### config.mk
export PLATFORM = sky130hd
export DESIGN_NAME = burst_master_port
export DESIGN_NICKNAME = d
export VERILOG_FILES = /design/src/rtl/burst_master_pkg.sv /design/src/rtl/burst_master_port_serial_shifter.sv /design/src/rtl/burst_master_port.sv
export SDC_FILE = /design/constraint.sdc
export NUM_CORES = 1
export LEC_CHECK = 0
export CELL_PAD_IN_SITES_DETAIL_PLACEMENT = 1
export CELL_PAD_IN_SITES_GLOBAL_PLACEMENT = 1
export CORE_ASPECT_RATIO = 0.9
export CORE_MARGIN = 1
export CORE_UTILIZATION = 25
export CTS_BUF_LIST = sky130_fd_sc_hd__clkbuf_4 sky130_fd_sc_hd__clkbuf_8
export CTS_CLUSTER_DIAMETER = 150
export DETAILED_ROUTE_END_ITERATION = 6
export PLACE_DENSITY_LB_ADDON = 0.3
export SKIP_LAST_GASP = 1
export SYNTH_ARGS = -nofsm -noshare
export SYNTH_HDL_FRONTEND = slang
export SYNTH_SLANG_ARGS = --single-unit
export TNS_END_PERCENT = 30
### constraint.sdc
create_clock -name clk -period 4.3 [get_ports clk]
set_input_delay 0.86 -clock clk [delete_from_list [all_inputs] [get_ports clk]]
set_output_delay 0.86 -clock clk [all_outputs]
set_load 0.1 [all_outputs]
### src/rtl/burst_master_pkg.sv
// Shared definitions for the burst master port: parameter defaults and the
// controller state enumeration.
package burst_master_pkg;

    localparam int ADDR_WIDTH_DEF     = 16;
    localparam int DATA_WIDTH_DEF     = 8;
    localparam int LEN_WIDTH_DEF      = 4;
    localparam int TIMEOUT_CYCLES_DEF = 255;

    typedef enum logic [2:0] {
        IDLE  = 3'd0,
        WGET  = 3'd1,
        ADDR  = 3'd2,
        WDATA = 3'd3,
        GAP   = 3'd4,
        RWAIT = 3'd5,
        RDATA = 3'd6
    } state_e;

endpackage

### src/rtl/burst_master_port_serial_shifter.sv
// serial_shifter: parallel-load register that shifts toward bit 0, so the
// word leaves LSB-first on q_o[0] and serial input enters at the MSB.
module serial_shifter
    import burst_master_pkg::*;
#(
    parameter int WIDTH = DATA_WIDTH_DEF
) (
    input  logic             clk,
    input  logic             rstn,
    input  logic             load_i,
    input  logic [WIDTH-1:0] load_val_i,
    input  logic             shift_i,
    input  logic             ser_i,
    output logic [WIDTH-1:0] q_o
);

    logic [WIDTH-1:0] shreg_q;

    // Load has priority over shift so a new word can follow the last shift of the previous one.
    always_ff @(posedge clk or negedge rstn) begin
        if (!rstn) begin
            shreg_q <= '0;
        end else if (load_i) begin
            shreg_q <= load_val_i;
        end else if (shift_i) begin
            shreg_q <= {ser_i, shreg_q[WIDTH-1:1]};
        end
    end

    assign q_o = shreg_q;

endmodule

### src/rtl/burst_master_port.sv
// burst_master_port: converts parallel burst commands into serial bus frames.
// Each beat sends its address LSB-first; writes append the data beat in the
// same frame, reads wait for svalid-qualified serial data from the slave.
// Optional read timeout is enabled with `define BURST_MASTER_TIMEOUT_EN.
module burst_master_port
    import burst_master_pkg::*;
#(
    parameter int ADDR_WIDTH     = ADDR_WIDTH_DEF,
    parameter int DATA_WIDTH     = DATA_WIDTH_DEF,
    parameter int LEN_WIDTH      = LEN_WIDTH_DEF,
    parameter int TIMEOUT_CYCLES = TIMEOUT_CYCLES_DEF
) (
    input  logic                  clk,
    input  logic                  rstn,
    input  logic [ADDR_WIDTH-1:0] daddr,
    input  logic                  dmode,
    input  logic [LEN_WIDTH-1:0]  dlen,
    input  logic                  dvalid,
    output logic                  dready,
    input  logic [DATA_WIDTH-1:0] dwdata,
    input  logic                  dwvalid,
    output logic                  dwready,
    output logic [DATA_WIDTH-1:0] drdata,
    output logic                  drvalid,
    output logic                  derr,
    output logic                  mwdata,
    output logic                  mmode,
    output logic                  mvalid,
    input  logic                  mrdata,
    input  logic                  svalid
);

    localparam int SH_W = (ADDR_WIDTH > DATA_WIDTH) ? ADDR_WIDTH : DATA_WIDTH;
    localparam int BW   = $clog2(SH_W + 1);

    state_e                state_q, state_d;
    logic [ADDR_WIDTH-1:0] addr_q, addr_d;
    logic                  mode_q, mode_d;
    logic [LEN_WIDTH-1:0]  len_q, len_d;
    logic [LEN_WIDTH-1:0]  beat_q, beat_d;
    logic [BW-1:0]         bit_q, bit_d;
    logic [DATA_WIDTH-1:0] wdata_q, wdata_d;
    logic [DATA_WIDTH-1:0] drdata_q, drdata_d;
    logic                  drvalid_q, drvalid_d;

    logic                  tx_load, tx_shift, rx_shift;
    logic [SH_W-1:0]       tx_val, tx_q;
    logic [DATA_WIDTH-1:0] rx_q;
    logic [ADDR_WIDTH-1:0] cur_addr, nxt_addr;
    logic                  timeout_hit;

    // Beat address wraps naturally at the address width.
    assign cur_addr = addr_q + ADDR_WIDTH'(beat_q);
    assign nxt_addr = cur_addr + ADDR_WIDTH'(1);

    serial_shifter #(.WIDTH(SH_W)) u_tx (
        .clk        (clk),
        .rstn       (rstn),
        .load_i     (tx_load),
        .load_val_i (tx_val),
        .shift_i    (tx_shift),
        .ser_i      (1'b0),
        .q_o        (tx_q)
    );

    serial_shifter #(.WIDTH(DATA_WIDTH)) u_rx (
        .clk        (clk),
        .rstn       (rstn),
        .load_i     (1'b0),
        .load_val_i ('0),
        .shift_i    (rx_shift),
        .ser_i      (mrdata),
        .q_o        (rx_q)
    );

`ifdef BURST_MASTER_TIMEOUT_EN
    localparam int TW = $clog2(TIMEOUT_CYCLES + 1);
    logic [TW-1:0] to_cnt_q, to_cnt_d;

    // Counts consecutive RWAIT cycles; cleared in every other state.
    always_ff @(posedge clk or negedge rstn) begin
        if (!rstn) begin
            to_cnt_q <= '0;
        end else begin
            to_cnt_q <= to_cnt_d;
        end
    end
`else
    localparam int unused_timeout_cycles = TIMEOUT_CYCLES;
`endif

    // State and burst bookkeeping registers.
    always_ff @(posedge clk or negedge rstn) begin
        if (!rstn) begin
            state_q   <= IDLE;
            addr_q    <= '0;
            mode_q    <= 1'b0;
            len_q     <= '0;
            beat_q    <= '0;
            bit_q     <= '0;
            wdata_q   <= '0;
            drdata_q  <= '0;
            drvalid_q <= 1'b0;
        end else begin
            state_q   <= state_d;
            addr_q    <= addr_d;
            mode_q    <= mode_d;
            len_q     <= len_d;
            beat_q    <= beat_d;
            bit_q     <= bit_d;
            wdata_q   <= wdata_d;
            drdata_q  <= drdata_d;
            drvalid_q <= drvalid_d;
        end
    end

    // Next-state logic and shifter control.
    always_comb begin
        state_d     = state_q;
        addr_d      = addr_q;
        mode_d      = mode_q;
        len_d       = len_q;
        beat_d      = beat_q;
        bit_d       = bit_q;
        wdata_d     = wdata_q;
        drdata_d    = drdata_q;
        drvalid_d   = 1'b0;
        tx_load     = 1'b0;
        tx_val      = '0;
        tx_shift    = 1'b0;
        rx_shift    = 1'b0;
        timeout_hit = 1'b0;
`ifdef BURST_MASTER_TIMEOUT_EN
        to_cnt_d    = '0;
`endif
        case (state_q)
            IDLE: begin
                if (dvalid) begin
                    addr_d = daddr;
                    mode_d = dmode;
                    len_d  = dlen;
                    beat_d = '0;
                    bit_d  = '0;
                    if (dmode) begin
                        state_d = WGET;
                    end else begin
                        tx_load = 1'b1;
                        tx_val  = SH_W'(daddr);
                        state_d = ADDR;
                    end
                end
            end
            WGET: begin
                if (dwvalid) begin
                    wdata_d = dwdata;
                    tx_load = 1'b1;
                    tx_val  = SH_W'(cur_addr);
                    bit_d   = '0;
                    state_d = ADDR;
                end
            end
            ADDR: begin
                tx_shift = 1'b1;
                if (bit_q == BW'(ADDR_WIDTH - 1)) begin
                    bit_d = '0;
                    if (mode_q) begin
                        // Write data follows the last address bit with no gap.
                        tx_load = 1'b1;
                        tx_val  = SH_W'(wdata_q);
                        state_d = WDATA;
                    end else begin
                        state_d = RWAIT;
                    end
                end else begin
                    bit_d = bit_q + 1'b1;
                end
            end
            WDATA: begin
                tx_shift = 1'b1;
                if (bit_q == BW'(DATA_WIDTH - 1)) begin
                    bit_d   = '0;
                    state_d = GAP;
                end else begin
                    bit_d = bit_q + 1'b1;
                end
            end
            RWAIT, RDATA: begin
                if (svalid) begin
                    rx_shift = 1'b1;
                    if (bit_q == BW'(DATA_WIDTH - 1)) begin
                        bit_d     = '0;
                        drdata_d  = {mrdata, rx_q[DATA_WIDTH-1:1]};
                        drvalid_d = 1'b1;
                        state_d   = GAP;
                    end else begin
                        bit_d   = bit_q + 1'b1;
                        state_d = RDATA;
                    end
                end
`ifdef BURST_MASTER_TIMEOUT_EN
                else if (state_q == RWAIT) begin
                    if (to_cnt_q == TW'(TIMEOUT_CYCLES - 1)) begin
                        timeout_hit = 1'b1;
                        state_d     = IDLE;
                    end else begin
                        to_cnt_d = to_cnt_q + 1'b1;
                    end
                end
`endif
            end
            GAP: begin
                if (beat_q == len_q) begin
                    state_d = IDLE;
                end else begin
                    beat_d = beat_q + 1'b1;
                    if (mode_q) begin
                        state_d = WGET;
                    end else begin
                        tx_load = 1'b1;
                        tx_val  = SH_W'(nxt_addr);
                        state_d = ADDR;
                    end
                end
            end
            default: state_d = IDLE;
        endcase
    end

    assign dready  = (state_q == IDLE);
    assign dwready = (state_q == WGET);
    assign mvalid  = (state_q == ADDR) || (state_q == WDATA);
    assign mmode   = mvalid & mode_q;
    assign mwdata  = mvalid & tx_q[0];
    assign drdata  = drdata_q;
    assign drvalid = drvalid_q;
    assign derr    = timeout_hit;

    logic unused_bits;
    assign unused_bits = ^{tx_q[SH_W-1:1], rx_q[0]};

endmodule
==> run metrics <==
status=complete, no violations; Buf+Inv Stages, Crit Path=1; crit path kind=flip-flop to output port; CP Launch Type=flip-flop; Synth cell types=66; full die area=0.0187 mm^2; Final period util=78.7%; Post-synth top cells=82 x nand2_1, 73 x dfrtp_1, 33 x mux2_2, 29 x a21oi_1, 24 x nor2_1; syn_area_per_cell=9.23 um^2; post-synth net total=537; dpl cells=758; share of flip-flops with an asynchronous set or reset=100%; TNS Setup=0 ns; Setup Buffers After CTS=0; CORE AREA=0.0177 mm^2; Resize count post-CTS=0; largest cells by area after synthesis=dfrtp_1 40%, mux2_2 8.2%, nand2_1 6.8%; depth of the CTS H-tree=3; CP Max Fanout=23; max_cap viols=0; first-pass GRT wire length=21900 um; total congestion overflow=0; drt total wl=13200 um; fin nets=574; register area share after synthesis=40.2%; top_reg_cell synth=dfrtp_1; CTS root buf=clkbuf_8; routed len/inst=17.1 um; peak supply drop=0.171 mV; Die X=144 um; Setup Skew=0.00982 ns; Area Overhead vs Synth=20.2%; via/cell ratio=4.97; Synth Instances=492; hold_buf cts=0; vias=3845; max incr delay on CP=1.19 ns; Slew @ Worst Pin=0.995 ns; Clock Tree Buf Depth=2; worst path arrival time=2.52 ns; fin util=30.9%; initial antenna violation count=0; share of cells above drive strength 1=13.1%; Cell Chain, Critical Path=nor3_1 > clkdlybuf4s50_1; Crit. End Element=output port; Post-DRT Antenna Nets=0; Inserted Clock Buffers=9; Yosys warning count=0; internal reg-to-reg setup slack=0.99 ns; Iteration-0 DRC Markers=264; # rows=46; estimated wirelength of the detail-placed design=9530 um; Placed Instance Area=0.00523 mm^2; Setup violations, final=0; Initial Util=25.7%; required time worst endpoint=3.44 ns; PortBufs=48; share of the synthesized area in the top cell type=40.2%; mapped cell area=0.00454 mm^2; Post-synth EDFFs=0; Slew Limit Fails=0; clock-pin transition on the worst setup and hold timing paths=0.09 ns; final hold violations=0; Final Cell Area=0.00546 mm^2; clock latency on the worst-skew pair=0.37 ns; Slowest cell on crit path=clkdlybuf4s50_1; io pins=50; family with the most delay on the worst path=buffers and inverters; clk sinks=73; Final GP Congestion=0.804; vias in the first global route=4085; DR DRC count=0; top-count cell post-synth=nand2_1; pwr dens=670 mW/mm^2; RSZ-0062 raised after global routing=false; LEAKAGE=0.00224 uW; highest clock rate=0.296 GHz; leading area contributor after synthesis=dfrtp_1; CTS tree=done; #FFs+latches synth=73; drt pass-1 iters=4; fin crit period=3.38 ns; die height=130 um; Hold WC Path Type=flip-flop to flip-flop; Slew HR=33.4%; Layout Cells excl Fill=774; Global Route Usage Sum=15.4%; largest net degree at the start of global routing=74; ANT cells=0
[sequential cells by signal (all words and copies together) (netlist names)]
name	cells
addr_q	16
u_tx.q_o	16
drdata	8
wdata_q	8
u_rx.q_o	7
bit_q	5
beat_q	4
len_q	4
state_q	3
drvalid	1
mode_q	1
[worst min-delay path, cell delays in order (launching register included)]
cell and delay, ns:
dfrtp_1 0.35, nand2_1 0.05, nand2_1 0.05
[placed cells by master (no fill, tap or decap), types with 6 or more instances in the layout]
cell / n
clkbuf_8: 11
nand2_1: 82
nor3_1: 6
mux2_2: 33
xor2_1: 13
nor2_1: 24
ha_1: 9
nand3b_1: 7
xnor2_1: 16
buf_4: 11
inv_1: 15
dfrtp_1: 73
and2_1: 6
a211oi_1: 10
a21oi_1: 29
clkdlybuf4s50_1: 43
nand4_1: 6
o21ai_0: 22
nand3_1: 16
[worst paths after layout]
path | startpoint | cells past startpoint | to
max | state_q[1] | 2 | dready
min | wdata_q[3] | 2 | wdata_q[3]
max reg2reg | beat_q[0] | 10 | u_tx.q_o[15]
min reg2reg | wdata_q[3] | 2 | wdata_q[3]
max in group asynchronous | rstn | 1 | u_tx.q_o[12]
min in group asynchronous | rstn | 1 | addr_q[5]
[final cells by class]
cell class                      count  area, um^2
Clock buffer                       11         151
Clock inverter                      5        77.6
Fill cell                        2057       12200
Inverter                           15        56.3
Multi-Input combinational cell    376        2530
Sequential cell                    73        1830
Tap cell                          240         300
Timing Repair Buffer               54         513
[cell families after synthesis]
logic type | count (synthesis) | share of synthesized area (%)
multiplexers | 37 | 9.07
other | 1 | 0.0826
AND/OR/NAND/NOR | 181 | 20.1
AO/OA/AOI/OAI | 118 | 18.0
buffers and inverters | 43 | 4.00
XOR/XNOR | 29 | 5.59
flip-flops | 73 | 40.2
adder cells (fa/ha/maj) | 10 | 2.92
[report_power, final]
group          leakage, uW  switching (uW)  internal [uW]
registers         0.000930             291            950
clock network     0.000115             288            357
logic              0.00120            1060            715
[per-stage QoR]
step | setup WS (ns) | total power [uW] | hold slack, ns
after global placement | 1.10 | 2990 | 0.470
after floorplan | 0.229 | 2560 | 0.447
final | 0.917 | 3660 | 0.482
after detailed placement | 1.01 | 3040 | 0.469
after global routing | 0.768 | 3970 | 0.524
after CTS | 0.881 | 3700 | 0.489
[metal layers]
layer	vias to the layer above	track usage, %	routed length [um]
met3	13	1.80	550
met4	0	6.01	214
met1	1914	22.1	6530
li1	1842	-	-
met5	-	0	0
met2	76	23.4	5940
No activity file was read; power rests on OpenSTA's default activity.
